`src/rtl/spi_slave_regfile.sv`:
```
// SPI-side register file: 7 read/write registers plus a fixed device ID at address 7,
// accessed through command/data frames delivered byte-by-byte by an SPI slave core.
module spi_slave_regfile #(
    parameter logic [7:0] DEV_ID    = 8'hA5,
    parameter logic [7:0] RESET_VAL = 8'h00
) (
    input  logic       clk,
    input  logic       reset,
    input  logic       cs,
    input  logic       done_sl,
    input  logic [7:0] data_rx_sl,
    output logic [7:0] data_tx_sl,
    input  logic [2:0] loc_addr,
    output logic [7:0] loc_rdata,
    output logic       wr_strobe,
    output logic [2:0] wr_addr,
    output logic [7:0] err_cnt,
    output logic       frame_active,
    output logic [1:0] fsm_state
);

    typedef enum logic [1:0] {
        IDLE    = 2'd0,
        WR_DATA = 2'd1,
        RD_DATA = 2'd2,
        DISCARD = 2'd3
    } state_t;

    state_t     state;
    logic [2:0] addr;
    logic [2:0] addr_next;
    logic [7:0] regs [8];

    assign addr_next    = addr + 3'd1;
    assign loc_rdata    = regs[loc_addr];
    assign frame_active = (state != IDLE);
    assign fsm_state    = state;

    // Entry 7 is loaded with DEV_ID at reset and is never written, so it reads as a constant.
    always_ff @(posedge clk or posedge reset) begin
        if (reset) begin
            state      <= IDLE;
            addr       <= 3'd0;
            data_tx_sl <= 8'h00;
            wr_strobe  <= 1'b0;
            wr_addr    <= 3'd0;
            err_cnt    <= 8'h00;
            for (int i = 0; i < 7; i++) begin
                regs[i] <= RESET_VAL;
            end
            regs[7] <= DEV_ID;
        end else begin
            wr_strobe <= 1'b0;
            if (cs) begin
                // Frame end wins over a coincident byte: it is dropped without side effects.
                state      <= IDLE;
                data_tx_sl <= 8'h00;
            end else if (done_sl) begin
                case (state)
                    IDLE: begin
                        if (data_rx_sl[6:3] != 4'd0) begin
                            state <= DISCARD;
                            if (err_cnt != 8'hFF) err_cnt <= err_cnt + 8'd1;
                        end else begin
                            addr <= data_rx_sl[2:0];
                            if (data_rx_sl[7]) begin
                                state <= WR_DATA;
                            end else begin
                                state      <= RD_DATA;
                                data_tx_sl <= regs[data_rx_sl[2:0]];
                            end
                        end
                    end
                    WR_DATA: begin
                        if (addr != 3'd7) begin
                            regs[addr] <= data_rx_sl;
                            wr_strobe  <= 1'b1;
                            wr_addr    <= addr;
                        end else if (err_cnt != 8'hFF) begin
                            err_cnt <= err_cnt + 8'd1;
                        end
                        addr <= addr_next;
                    end
                    RD_DATA: begin
                        addr       <= addr_next;
                        data_tx_sl <= regs[addr_next];
                    end
                    default: ;
                endcase
            end
        end
    end

endmodule

```
`config.mk`:
```
export PLATFORM = sky130hd
export DESIGN_NAME = spi_slave_regfile
export DESIGN_NICKNAME = d
export VERILOG_FILES = /design/src/rtl/spi_slave_regfile.sv
export SDC_FILE = /design/constraint.sdc
export NUM_CORES = 1
export LEC_CHECK = 0
export CAP_MARGIN = 20
export CORE_ASPECT_RATIO = 0.5
export CORE_UTILIZATION = 25
export CTS_CLUSTER_DIAMETER = 120
export CTS_CLUSTER_SIZE = 16
export DETAILED_ROUTE_END_ITERATION = 10
export DONT_BUFFER_PORTS = 1
export HOLD_SLACK_MARGIN = 0.03
export SLEW_MARGIN = 10
export SYNTH_ARGS = -nofsm -noshare
export SYNTH_HDL_FRONTEND = slang
export SYNTH_SLANG_ARGS = --single-unit
```
`constraint.sdc`:
```
create_clock -name clk -period 3.6 [get_ports clk]
set_clock_uncertainty 0.1 [all_clocks]
set_input_delay 0.72 -clock clk [delete_from_list [all_inputs] [get_ports clk]]
set_output_delay 0.72 -clock clk [all_outputs]
set_load 0.02 [all_outputs]
```
==> qor.yml, run 1 <==
power_and_ir_drop:
  cellPowerDensity_nw_per_um2: 672.0
  p_leak_nw: 2.400
  max-vdd-ir-drop_uv: 232.7
floorplan:
  num_rows: 36
  start_util_pct: 26.03
  die_height_um: 103.7
  die_area_um2: 21300
  core_um2: 19860
  die_w_um: 205.4
  ioPinCount: 46
cells_and_area:
  antennaDiodeCount: 0
  drive_above_1_share_pct: 49.27
  fin_nets: 357
  syn2layout_area_growth_pct: 10.77
  n_fill_cell: 1961
global_routing:
  grt_pass1_wl_mm: 20.07
  first_global_vias: 3222
  use_met1_pct: 16.63
  top_usage_layer: "met2"
  use_met3_pct: 2.958
  globalRouteOverflowTotal: 0
  grt_usage_pct: 12.51
  grt_max_degree: 84
  grtUsageMet2_pct: 20.37
  antenna_found_initial: 0
detailed_routing:
  drt-total-wl_mm: 12.56
  vias_per_cell: 5.018
  wl_per_cell_um: 20.69
  dr.pass1.iters: 4
  drt_iter0_drc: 167
  num_vias: 3046
  ant_nets: 0
  drc: 0
clocking:
  cts_sinks: 89
  clkTransAtPathRegs_ns: 0.07
  cts_root_buf: "clkbuf_16"
  cts_resized: 0
  cts_tree: "yes"
  cts.htree.levels: 3
  cts_setup_buffers: 0
  cts_hold_buf: 0
  cts_buffer_depth: 2
  numCtsBuffers: 9
  clk_latency_ns: 0.34
synthesis:
  syn-num-nets: 368
  syn_area_per_cell_um2: 14.90
  ys.flop_type: "dfrtp_1"
  yosys_register_bits: 89
  syn-cell-area_um2: 5171
  netlist.area_leader.share_pct: 41.13
  synth.area.top_cells: "dfrtp_1 (41%), mux4_2 (21%), mux2_2 (19%)"
  synth_top_area_cell: "dfrtp_1"
  synthDistinctLibCells: 41
  synthCells: 347
  yosysWarningCount: 0
  synthMostInstantiatedCell: "mux2_2"
  ys_seq_area_share_pct: 43.16
  ys_async_sr_fraction_pct: 100.0
  synth_enable_flop_cells: 0
  synth_common_cells: "mux2_2 (87), dfrtp_1 (85), mux4_2 (48)"
setup_path:
  crit_path_start_kind: "flop"
  timing.critical_path.cells: "ha_1, ha_1, mux4_2, mux2_2, a32oi_1, o31ai_1"
  arrival_ns: 3.15
  cp-end-kind: "flop"
  cp_slowest_stage_delay_ns: 0.84
  critical_path_class: "flop to flop"
  cp_max_fo: 17
  crit_required_ns: 3.68
  worst_path_most_repeated_cell: "ha_1"
  cpMaxStageDelayCell: "ha_1"
placed_design:
  port_buffers: 0
  gp_congestion: 0.7759
  dpl.hpwl_mm: 7.948
timing:
  setup_viol: 0
  grt_setup_unrepaired: "no"
  period_needed_ns: 3.063
  timing.final.crit_share_pct: 85.08
  tightest_slew_ns: 1.009
  slew-limit-headroom_pct: 32.72
  maxSlewViolCount: 0
  clock.fmax_ghz: 0.3265
  fin_tns_setup_ns: 0
  hold_ws_ns: 0.1837
  hold_violations: 0
run:
  drv_cap: 0
status:
  status: "finished, final reports clean"
min_path:
  hold_class: "input port to asynchronous set/reset pin"
[worst paths after layout]
path	from	endpoint	slack (ns)	cells past startpoint
max in group asynchronous	reset	regs[19]	2.43	3
min in group clk	cs	fsm_state[0]	0.34	1
hold reg to reg	regs[50]	regs[50]	0.45	1
setup / recovery	addr[0]	data_tx_sl[6]	0.54	6
setup reg to reg	addr[0]	data_tx_sl[6]	0.54	6
hold / removal	reset	err_cnt[1]	0.18	1
[sequential cells by signal, summed over array words and instances (netlist names)]
name / flops
regs: 64
data_tx_sl: 8
err_cnt: 8
addr: 3
wr_addr: 3
fsm_state: 2
wr_strobe: 1
[worst max-delay path, delay by kind of cell, from the launching register on]
family / cells / cell delay (ns)
DFF: 1 / 0.53
muxes: 2 / 0.87
AOI/OAI and AO/OA: 2 / 0.28
adders and majority gates: 2 / 1.11
[area by class of cell]
class	count	area, um^2	area share (%)
sequential	89	2232	38.97
multi-input combinational	224	2785	48.62
clock inverter	5	38.79	0.6772
inverter	7	28.78	0.5024
tap	266	332.8	5.810
clock buffer	11	252.7	4.412
timing repair buffer	5	57.56	1.005
[stage by stage]
step	instances	util (%)	cell area [um^2]	worst slack [ns]	power [W]
after floorplan	347	-	5171	0.4797	0.002712
after CTS	606	28.70	5700	0.5368	0.003882
after global routing	607	28.84	5728	0.3973	0.004062
after detailed placement	590	27.23	5409	0.5662	0.002947
final	607	28.84	5728	0.5370	0.003849
after global placement	590	27.23	5409	0.6096	0.002919
[cell usage in the layout, fill, tap and decap left out, types with 3 or more instances in the layout]
| cell type | n |
|---|---|
| a21oi_1 | 3 |
| a32oi_1 | 8 |
| and3_1 | 3 |
| buf_4 | 4 |
| clkbuf_16 | 9 |
| dfrtp_1 | 85 |
| dfstp_2 | 4 |
| ha_1 | 6 |
| inv_1 | 6 |
| mux2_2 | 87 |
| mux2i_1 | 10 |
| mux4_2 | 48 |
| nand2_1 | 6 |
| nand3_1 | 7 |
| nand4_1 | 3 |
| nor2_1 | 4 |
| o31ai_1 | 7 |
| or3_1 | 3 |
| xnor2_1 | 7 |
[cells by family after synthesis]
family / Yosys count / synth area share, %
xor+xnor: 7 / 1.186
fa+ha+maj: 6 / 1.452
buf+inv: 34 / 2.976
flops: 89 / 43.16
mux: 145 / 41.79
compound gates: 24 / 3.629
simple gates: 42 / 5.807
[layer usage]
metal	routed length [um]	vias up
li1	-	1349
met1	5434	1620
met2	6240	69
met3	747	8
met4	134	0
met5	0	-
[report_power, final]
part	total (W)	switching, W	leakage (nW)	internal (W)
clock network	0.000923	0.000413	0.142	0.000510
registers	0.00165	0.000373	1.18	0.00127
logic	0.00128	0.000503	1.07	0.000776
(Power assumes the default switching activity.)
==> run 2, diff against run 1 <==
--- a/config.mk
+++ b/config.mk
@@ -5,9 +5,8 @@
 export SDC_FILE = /design/constraint.sdc
 export NUM_CORES = 1
 export LEC_CHECK = 0
-export CAP_MARGIN = 20
 export CORE_ASPECT_RATIO = 0.5
-export CORE_UTILIZATION = 25
+export CORE_UTILIZATION = 37
 export CTS_CLUSTER_DIAMETER = 120
 export CTS_CLUSTER_SIZE = 16
 export DETAILED_ROUTE_END_ITERATION = 10
==> qor.yml, run 2 (synthesis results as in run 1) <==
placed_design:
  gp_congestion: 0.8234  # +6.1%
  dpl.hpwl_mm: 8.362  # +5.2%
  pre_cts_ws_ns: 0.5032  # -0.06295 ns
  port_buffers: 0  # unchanged
  placed_cell_area_um2: 5335  # -1.4%
power_and_ir_drop:
  p_sw_w: 0.001303  # +1.1%
  seq_power_share_pct: 42.3  # -0.5 points
  switching_share_pct: 33.43  # -0.067 points
  clkPwrFrac_pct: 24.3  # +0.3 points
  pwr-share-comb_pct: 33.4  # +0.2 points
  p_leak_nw: 2.390  # -0.41%
  cellPowerDensity_nw_per_um2: 692.3  # +3.0%
  intPower_w: 0.002595  # +1.4%
  max-vdd-ir-drop_uv: 291.2  # +25%
timing:
  hold_violations: 0  # unchanged
  tightest_slew_ns: 1.032  # +0.02300 ns
  fin_tns_setup_ns: 0  # unchanged
  maxSlewViolCount: 0  # unchanged
  layout_setup_ws_ns: 0.4850  # -0.05198 ns
  setup_viol: 0  # unchanged
  timing.final.crit_share_pct: 86.53  # +1.4 points
  period_needed_ns: 3.115  # +0.05198 ns
  grt_setup_unrepaired: "no"
  clock.fmax_ghz: 0.3210  # -1.7%
  slew-limit-headroom_pct: 31.19  # -1.5 points
floorplan:
  die_height_um: 85.60  # -17%
  ioPinCount: 46  # unchanged
  start_util_pct: 38.06  # +12 points
  die_w_um: 169.2  # -18%
  num_rows: 30  # -17%
  core_um2: 13590  # -32%
  die_area_um2: 14480  # -32%
run:
  drv_cap: 0  # unchanged
cells_and_area:
  largest_register: "regs"
  n_fill_cell: 1242  # -37%
  final_common_cell: "mux2_2"
  largest_reg_flops: 64  # unchanged
  syn2layout_area_growth_pct: 8.880
  layout_common_cells: "mux2_2 (87), dfrtp_1 (85), mux4_2 (48), mux2i_1 (10), clkbuf_16 (9)"
  fin_nets: 357  # unchanged
  fin_area_um2: 5630  # -1.7%
  antennaDiodeCount: 0  # unchanged
  top_regs: "regs: 64 flops, data_tx_sl: 8 flops, err_cnt: 8 flops"
  drive_above_1_share_pct: 48.68  # -0.59 points
setup_path:
  crit_path_start_kind: "flop"
  crit_required_ns: 3.70  # +0.02 ns
  critical_path_class: "flop to flop"
  cp-end-kind: "flop"
  cp_max_fo: 17  # unchanged
  arrival_ns: 3.21  # +0.06 ns
detailed_routing:
  dr.pass1.iters: 4  # unchanged
  drt-total-wl_mm: 12.91  # +2.8%
  num_vias: 3227  # +5.9%
  wl_per_cell_um: 24.23  # +17%
  drc: 0  # unchanged
  ant_nets: 0  # unchanged
  vias_per_cell: 6.054  # +21%
  drt_iter0_drc: 198  # +19%
global_routing:
  grt_pass1_wl_mm: 20.30  # +1.1%
  use_met1_pct: 26.28  # +9.6 points
  grt_usage_pct: 19.00  # +6.5 points
  top_usage_layer: "met2"
  first_global_vias: 3309  # +2.7%
  grtUsageMet2_pct: 28.69  # +8.3 points
  grt_max_degree: 48  # -43%
  antenna_found_initial: 0  # unchanged
  use_met3_pct: 5.399  # +2.4 points
  globalRouteOverflowTotal: 0  # unchanged
clocking:
  cts_buffer_depth: 2  # unchanged
  clkTransAtPathRegs_ns: 0.07  # about the same
  cts.htree.levels: 3  # unchanged
  clk_latency_ns: 0.35  # about the same
  cts_resized: 0  # unchanged
  numCtsBuffers: 9  # unchanged
  cts_hold_buf: 0  # unchanged
  cts_sinks: 89  # unchanged
  cts_root_buf: "clkbuf_16"
  cts_setup_buffers: 0  # unchanged
  cts_tree: "yes"
status:
  status: "finished, final reports clean"
min_path:
  hold_class: "input port to asynchronous set/reset pin"
## run 2: final timing paths
kind / start / endpoint / slack (ns) / cells after the start
max reg2reg: addr[1] / data_tx_sl[5] / 0.48 / 6
min in group clk: cs / fsm_state[0] / 0.32 / 1
min reg2reg: regs[19] / regs[19] / 0.45 / 1
min: reset / err_cnt[0] / 0.32 / 1
max: addr[1] / data_tx_sl[5] / 0.48 / 6
max in group asynchronous: reset / regs[7] / 2.31 / 2
## run 2: final cells by class
cell class	instances	area, um^2	share of cell area, %
clock buffers	11	232.7	4.133
clock inverters	5	62.56	1.111
inverters	7	27.53	0.4889
multi-input cells	224	2785	49.47
flip-flops and latches	89	2232	39.64
well taps	192	240.2	4.267
repair buffers	5	50.05	0.8889
## run 2: power by group through the flow
stage          clock (W)  combinational [W]  sequential (W)
2_1_floorplan          0            0.00119         0.00153
3_3_place_gp           0            0.00127         0.00163
3_5_place_dp           0            0.00130         0.00166
4_1_cts         0.000971            0.00131         0.00164
5_1_grt          0.00102            0.00139         0.00169
6_report        0.000948            0.00130         0.00165
## run 2: stage by stage
stage / hold slack, ns / cells / power [W] / utilization, %
2_1_floorplan: 0.4082 / 347 / 0.002712 / -
3_3_place_gp: 0.4242 / 517 / 0.002901 / 39.26
3_5_place_dp: 0.4325 / 517 / 0.002963 / 39.26
4_1_cts: 0.3156 / 533 / 0.003925 / 41.44
5_1_grt: 0.3127 / 533 / 0.004098 / 41.44
6_report: 0.3205 / 533 / 0.003898 / 41.44
## run 2: critical path, cell delays in order (launching register included)
cell and delay [ns]:
dfrtp_1 0.54, ha_1 0.27, ha_1 0.85, mux4_2 0.60, mux2_2 0.29, a32oi_1 0.21, o31ai_1 0.10
## run 2: routing by layer
layer,up-vias,share of wire [%]
li1,1345,-
met1,1734,43
met2,127,47
met3,21,8.5
met4,0,1.8
met5,-,0
